--- src/rtl/pipe_ctrl_pkg.sv ---
// rtl/pipe_ctrl_pkg.sv - shared encodings for the pipeline hazard controller
package pipe_ctrl_pkg;

    typedef enum logic [1:0] {
        ST_RUN      = 2'd0,
        ST_MEM_WAIT = 2'd1,
        ST_ERROR    = 2'd2
    } ctrl_state_t;

    localparam logic [1:0] FWD_REGFILE     = 2'b00;
    localparam logic [1:0] FWD_WB          = 2'b01;
    localparam logic [1:0] FWD_MEM         = 2'b10;
    localparam logic [1:0] RESULT_SRC_LOAD = 2'b01;

    // x0 is hardwired zero, so it never produces a dependency
    function automatic logic reg_match(input logic [4:0] rd, input logic [4:0] rs, input logic we);
        return we && (rd != 5'd0) && (rd == rs);
    endfunction

endpackage

--- src/rtl/pipe_fwd_unit.sv ---
// rtl/pipe_fwd_unit.sv - operand forward select for one execute-stage source
module pipe_fwd_unit
    import pipe_ctrl_pkg::*;
(
    input  logic [4:0] rs,
    input  logic [4:0] rd_m,
    input  logic       reg_write_m,
    input  logic [4:0] rd_w,
    input  logic       reg_write_w,
    output logic [1:0] fwd
);

    // MEM holds the younger result, so it wins over WB
    always_comb begin
        fwd = FWD_REGFILE;
        if (reg_match(rd_m, rs, reg_write_m)) begin
            fwd = FWD_MEM;
        end else if (reg_match(rd_w, rs, reg_write_w)) begin
            fwd = FWD_WB;
        end
    end

endmodule

--- src/rtl/pipe_hazard_ctrl.sv ---
// rtl/pipe_hazard_ctrl.sv - stall/flush/forward control with data-memory wait FSM
module pipe_hazard_ctrl
    import pipe_ctrl_pkg::*;
#(
    parameter int TIMEOUT = 255
) (
    input  logic        clk,
    input  logic        rst,
    input  logic [4:0]  Rs1D,
    input  logic [4:0]  Rs2D,
    input  logic [4:0]  Rs1E,
    input  logic [4:0]  Rs2E,
    input  logic [4:0]  RdE,
    input  logic [1:0]  ResultSrcE,
    input  logic        PCSrcE,
    input  logic [4:0]  RdM,
    input  logic        RegWriteM,
    input  logic [4:0]  RdW,
    input  logic        RegWriteW,
    input  logic        MemReqM,
    input  logic        MemReadyM,
    output logic        StallF,
    output logic        StallD,
    output logic        StallE,
    output logic        StallM,
    output logic        StallW,
    output logic        FlushD,
    output logic        FlushE,
    output logic [1:0]  ForwardAE,
    output logic [1:0]  ForwardBE,
    output logic        MemErr,
    output logic [31:0] StallCnt
);

    localparam logic [8:0] TIMEOUT_W = TIMEOUT[8:0];

    ctrl_state_t state, state_next;
    logic [7:0]  wait_cnt, wait_cnt_next;
    logic [8:0]  wait_inc;
    logic [1:0]  fwd_a, fwd_b;
    logic        mem_stall, load_use;

    pipe_fwd_unit u_fwd_a (
        .rs          (Rs1E),
        .rd_m        (RdM),
        .reg_write_m (RegWriteM),
        .rd_w        (RdW),
        .reg_write_w (RegWriteW),
        .fwd         (fwd_a)
    );

    pipe_fwd_unit u_fwd_b (
        .rs          (Rs2E),
        .rd_m        (RdM),
        .reg_write_m (RegWriteM),
        .rd_w        (RdW),
        .reg_write_w (RegWriteW),
        .fwd         (fwd_b)
    );

    always_ff @(posedge clk) begin
        if (rst) begin
            state    <= ST_RUN;
            wait_cnt <= 8'd0;
        end else begin
            state    <= state_next;
            wait_cnt <= wait_cnt_next;
        end
    end

    assign wait_inc = {1'b0, wait_cnt} + 9'd1;

    // wait_cnt holds the number of stalled memory cycles already elapsed
    always_comb begin
        state_next    = state;
        wait_cnt_next = wait_cnt;
        case (state)
            ST_RUN: begin
                if (MemReqM && !MemReadyM) begin
                    wait_cnt_next = 8'd1;
                    state_next    = (9'd1 >= TIMEOUT_W) ? ST_ERROR : ST_MEM_WAIT;
                end else begin
                    wait_cnt_next = 8'd0;
                end
            end
            ST_MEM_WAIT: begin
                if (!MemReadyM) begin
                    wait_cnt_next = wait_inc[7:0];
                    state_next    = (wait_inc >= TIMEOUT_W) ? ST_ERROR : ST_MEM_WAIT;
                end else begin
                    wait_cnt_next = 8'd0;
                    state_next    = ST_RUN;
                end
            end
            ST_ERROR: state_next = ST_ERROR;
            default:  state_next = ST_RUN;
        endcase
    end

    assign load_use = (ResultSrcE == RESULT_SRC_LOAD) &&
                      (reg_match(RdE, Rs1D, 1'b1) || reg_match(RdE, Rs2D, 1'b1));

    assign mem_stall = (state == ST_ERROR) ||
                       ((state == ST_RUN) && MemReqM && !MemReadyM) ||
                       ((state == ST_MEM_WAIT) && !MemReadyM);

    // priority: reset, then memory freeze, then branch flush, then load-use bubble
    always_comb begin
        StallF    = 1'b0;
        StallD    = 1'b0;
        StallE    = 1'b0;
        StallM    = 1'b0;
        StallW    = 1'b0;
        FlushD    = 1'b0;
        FlushE    = 1'b0;
        ForwardAE = FWD_REGFILE;
        ForwardBE = FWD_REGFILE;
        if (!rst) begin
            ForwardAE = fwd_a;
            ForwardBE = fwd_b;
            if (mem_stall) begin
                StallF = 1'b1;
                StallD = 1'b1;
                StallE = 1'b1;
                StallM = 1'b1;
                StallW = 1'b1;
            end else if (PCSrcE) begin
                FlushD = 1'b1;
                FlushE = 1'b1;
            end else if (load_use) begin
                StallF = 1'b1;
                StallD = 1'b1;
                FlushE = 1'b1;
            end
        end
    end

    assign MemErr = (state == ST_ERROR);

    always_ff @(posedge clk) begin
        if (rst) begin
            StallCnt <= 32'd0;
        end else if (StallF && (StallCnt != 32'hFFFF_FFFF)) begin
            StallCnt <= StallCnt + 32'd1;
        end
    end

endmodule

--- config.mk ---
export PLATFORM = sky130hd
export DESIGN_NAME = pipe_hazard_ctrl
export DESIGN_NICKNAME = d
export VERILOG_FILES = /design/src/rtl/pipe_ctrl_pkg.sv /design/src/rtl/pipe_fwd_unit.sv /design/src/rtl/pipe_hazard_ctrl.sv
export SDC_FILE = /design/constraint.sdc
export NUM_CORES = 1
export LEC_CHECK = 0
export BUFFER_PORTS_ARGS = -buffer_cell sky130_fd_sc_hd__buf_2
export CAP_MARGIN = 30
export CORE_MARGIN = 10
export CORE_UTILIZATION = 46
export CTS_CLUSTER_SIZE = 20
export DETAILED_ROUTE_END_ITERATION = 7
export GPL_TIMING_DRIVEN = 0
export PLACE_DENSITY = 0.74
export SKIP_LAST_GASP = 1
export SLEW_MARGIN = 25
export SYNTH_ARGS = -nofsm -noshare
export SYNTH_HDL_FRONTEND = slang
export SYNTH_HIERARCHICAL = 1
export SYNTH_SLANG_ARGS = --single-unit
--- constraint.sdc ---
create_clock -name clk -period 1.85 [get_ports clk]
set_input_delay 0.185 -clock clk [delete_from_list [all_inputs] [get_ports clk]]
set_output_delay 0.185 -clock clk [all_outputs]
set_load 0.01 [all_outputs]
==> key figures <==
Global route
  • GRT busiest layer: met2
  • Global route total overflow: 0
  • M2 GR Usage: 0.327
  • Vias in the first global route: between 3000 and 4000
  • First-pass GRT wire length: roughly 15000 um
  • Grt met1 use: 0.201
  • Overall global routing resource usage: 0.180
  • Initial antenna violation count: 0
  • Largest net degree at the start of global routing: 15
  • Met3 Usage GRT: 0.0448

STA
  • Final hold violations: 0
  • Worst setup margin: -0.196 ns
  • Final Setup Violations: 29
  • Minimum clock period: approximately 2 ns
  • RSZ-0062 raised after global routing: true
  • Clk_skew: 0.0124 ns
  • Rel. slew slack: 0.633
  • Fmax: 0.489 GHz
  • Final TNS setup: -2.90 ns
  • Worst-Margin Slew: 0.551 ns
  • Period utilization: 1.11
  • Max Slew Vio Count: 0

Route
  • Initial DRC count: between 150 and 200
  • Average wire per standard cell: around 17 um
  • Residual DRC: 0
  • Vias/cell: 5.73
  • Via count: 3141
  • Routed Wire Length: approximately 9300 um
  • Post-DRT Antenna Nets: 0
  • Drt first pass iters: 6

Clocking
  • CTS Buffer Depth: 2
  • Clock Tree Root: clkbuf_8
  • Total CTS buffers: 5
  • Clock Latency Late Sink: about 0.3 ns
  • TritonCTS Sinks: 42
  • CTS tree: built
  • CTS HTree Levels: 2
  • Clock transition at path regs: ~0.10 ns

Setup path
  • Reg2Reg Setup Slack: -0.20 ns
  • Crit path DAT: about 2.2 ns
  • Critical path's most frequent cell: and3_4
  • Critical Path Fanout Max: 6
  • Worst R2R End: StallCnt[27]
  • Crit. End Element: flip-flop
  • Critical path type: reg2reg
  • Startpoint types: flip-flop
  • Crit path max-delay family: simple AND/OR/NAND/NOR gates
  • Required time worst endpoint: approximately 2 ns
  • Crit-path slowest cell: mux2_2
  • Critical path cell sequence: and3_4 -> and3_4 -> nand4_1 -> o211ai_2 -> buf_6 -> buf_4 -> nor4_2 -> mux2_2
  • Worst R2R Path Depth: 8
  • WP buf/inv: 2
  • R2r startpoint: StallCnt[26]
  • CP peak stage delay: 0.38 ns

Logic synthesis
  • Number of synthesized register bits: 42
  • Post-synthesis sequential area ratio: 0.308
  • Synth Cell Area: between 2000 and 3000 um2
  • Asr flop ratio synth: 0
  • Avg Cell Area, Syn: around 8.0 um2
  • Number of distinct library cells after synthesis: between 50 and 60
  • Synth Flop Type: dfxtp_1
  • Post-synth EDFFs: 0
  • Syn_nets: between 300 and 400
  • Post-synthesis instance total: approximately 340
  • Yosys warns: 6

Worst hold path
  • Hold Path Depth: 4
  • Hold Path End: state[0]
  • Worst Hold Class: in2reg
  • Hold_sp: MemReadyM

Power
  • Sw frac: 0.260
  • Power Density: 486 nW/um2
  • Comb power frac: 0.156
  • Worst ir drop on vdd: just under 400 uV
  • Leakage: 1.64 nW
  • Total design power: roughly 2 mW
  • Clock power share: 0.386
  • Reg power frac: 0.458
  • Internal power: between 1 and 1.5 mW
  • Switching power: about 0.5 mW

Placement
  • DP HPWL: slightly above 6000 um
  • IO buf count: 86
  • RePlAce Congestion: about 0.83

Die
  • Core ar.: approximately 6000 um2
  • I/O Pins: 88
  • Initial Util: 0.467
  • Die width: approximately 97 um
  • Die Y: between 90 and 100 um
  • Full die area: between 9000 and 10000 um2
  • Row cnt: 28

Run
  • Max Cap Viol: 0

Cells and area
  • Layout cells sized above 1: 0.465
  • Syn-to-layout area delta: 46.9%
  • Antenna diode count: 0
  • Layout Utilization: 0.686
  • Nets: ~520

Run status
  • Failing checks: setup timing
  • Status: complete, but fails checks
==> kinds of logic after synthesis <==
logic type | Yosys count | share of synthesized area
DFF | 42 | 0.308
and+or+nand+nor | 154 | 0.305
AOI/OAI and AO/OA | 80 | 0.190
muxes | 7 | 0.0284
xor gates and xnor gates | 29 | 0.0930
adders and majority gates | 3 | 0.0137
buffers and inverters | 27 | 0.0618
==> cell usage in the layout, fill, tap and decap left out, types with 8 or more instances in the layout <==
cell type / instances
a21oi_1: 26
xor2_1: 8
xnor2_1: 21
nor3_1: 8
or3_1: 14
nor2b_1: 8
nand3_1: 18
dfxtp_1: 19
buf_2: 86
dfxtp_2: 10
buf_4: 35
nor2_1: 26
buf_6: 8
dfxtp_4: 13
o21ai_0: 14
nand2_1: 22
==> what timing repair did <==
item                                   4_1_cts  5_1_grt
pin swaps                                   17       18
endpoints found under the hold margin        0        0
setup buffers                               34        5
resized for setup                           39       33
setup endpoints to repair                   33       33
hold buffers                                 0        0
gates cloned                                 3        0
==> registers in the layout, indices dropped and copies added, names as in the netlist <==
| signal | flops |
|---|---|
| StallCnt | 32 |
| state | 2 |
| wait_cnt | 8 |
==> through the flow <==
stage	hold WS [ns]	instance area [um2]	instances	setup slack, ns
CTS	0.222	3920	547	-0.176
detailed placement	0.453	3360	503	-0.304
global placement	0.448	3360	503	-0.293
global route	0.238	4010	548	-0.252
floorplan	0.379	2840	342	-0.0858
finish	0.229	4010	548	-0.196
==> routing by layer <==
layer / vias to the layer above / wire (um) / part of all wire
met5: - / 0 / 0
met4: 0 / 264 / 0.028
met3: 33 / 594 / 0.064
met2: 126 / 4880 / 0.52
met1: 1469 / 3570 / 0.38
li1: 1513 / - / -
==> worst max path at each step <==
stage	to	cells after the start	start	slack [ns]
3_3_place_gp	StallCnt[8]	9	StallCnt[4]	-0.29
2_1_floorplan	StallCnt[25]	7	StallCnt[13]	-0.09
5_1_grt	StallCnt[27]	9	state[1]	-0.25
3_5_place_dp	StallCnt[21]	9	StallCnt[4]	-0.30
4_1_cts	StallCnt[31]	7	StallCnt[15]	-0.18
6_report	StallCnt[27]	8	StallCnt[26]	-0.20
==> cell type report <==
cell class	count	area, um2
multi-input cells	273	1940
flip-flops and latches	42	902
well taps	75	93.8
plain buffers	18	159
clock buffers	5	68.8
clock inverters	3	43.8
repair buffers	125	774
fillers	452	1840
inverters	7	26.3
==> synthesized netlist by cell type (5+ instances only) <==
cell type	count	area [um2]
o31ai_1	7	52.6
a21oi_1	32	160
nand3_1	19	95.1
dfxtp_1	42	841
nand2_1	26	97.6
xor2_1	8	70.1
nor2_1	29	109
nor4_1	9	56.3
nor2b_1	8	50.1
nand3b_1	5	37.5
inv_1	6	22.5
o21ai_0	20	100
nand4_1	6	37.5
nor3_1	8	40.0
clkbuf_1	7	26.3
or4_1	7	52.6
and3_1	5	31.3
or3_1	18	113
xnor2_1	21	184
buf_4	6	45.0
==> tightest hold or removal path, cell delays in order <==
cell,delay [ns]
buf_2,0.12
nor2_4,0.05
nand2_1,0.08
nor3_1,0.05
==> power groups by stage <==
stage / Combinational (mW) / Clock (mW) / Sequential (mW)
after floorplan: 0.154 / 0 / 0.923
after global placement: 0.258 / 0 / 0.923
after detailed placement: 0.266 / 0 / 0.923
after CTS: 0.303 / 0.762 / 0.897
after global routing: 0.329 / 0.795 / 0.894
final: 0.305 / 0.752 / 0.893
Note: power is estimated with default switching activity, not from simulation.
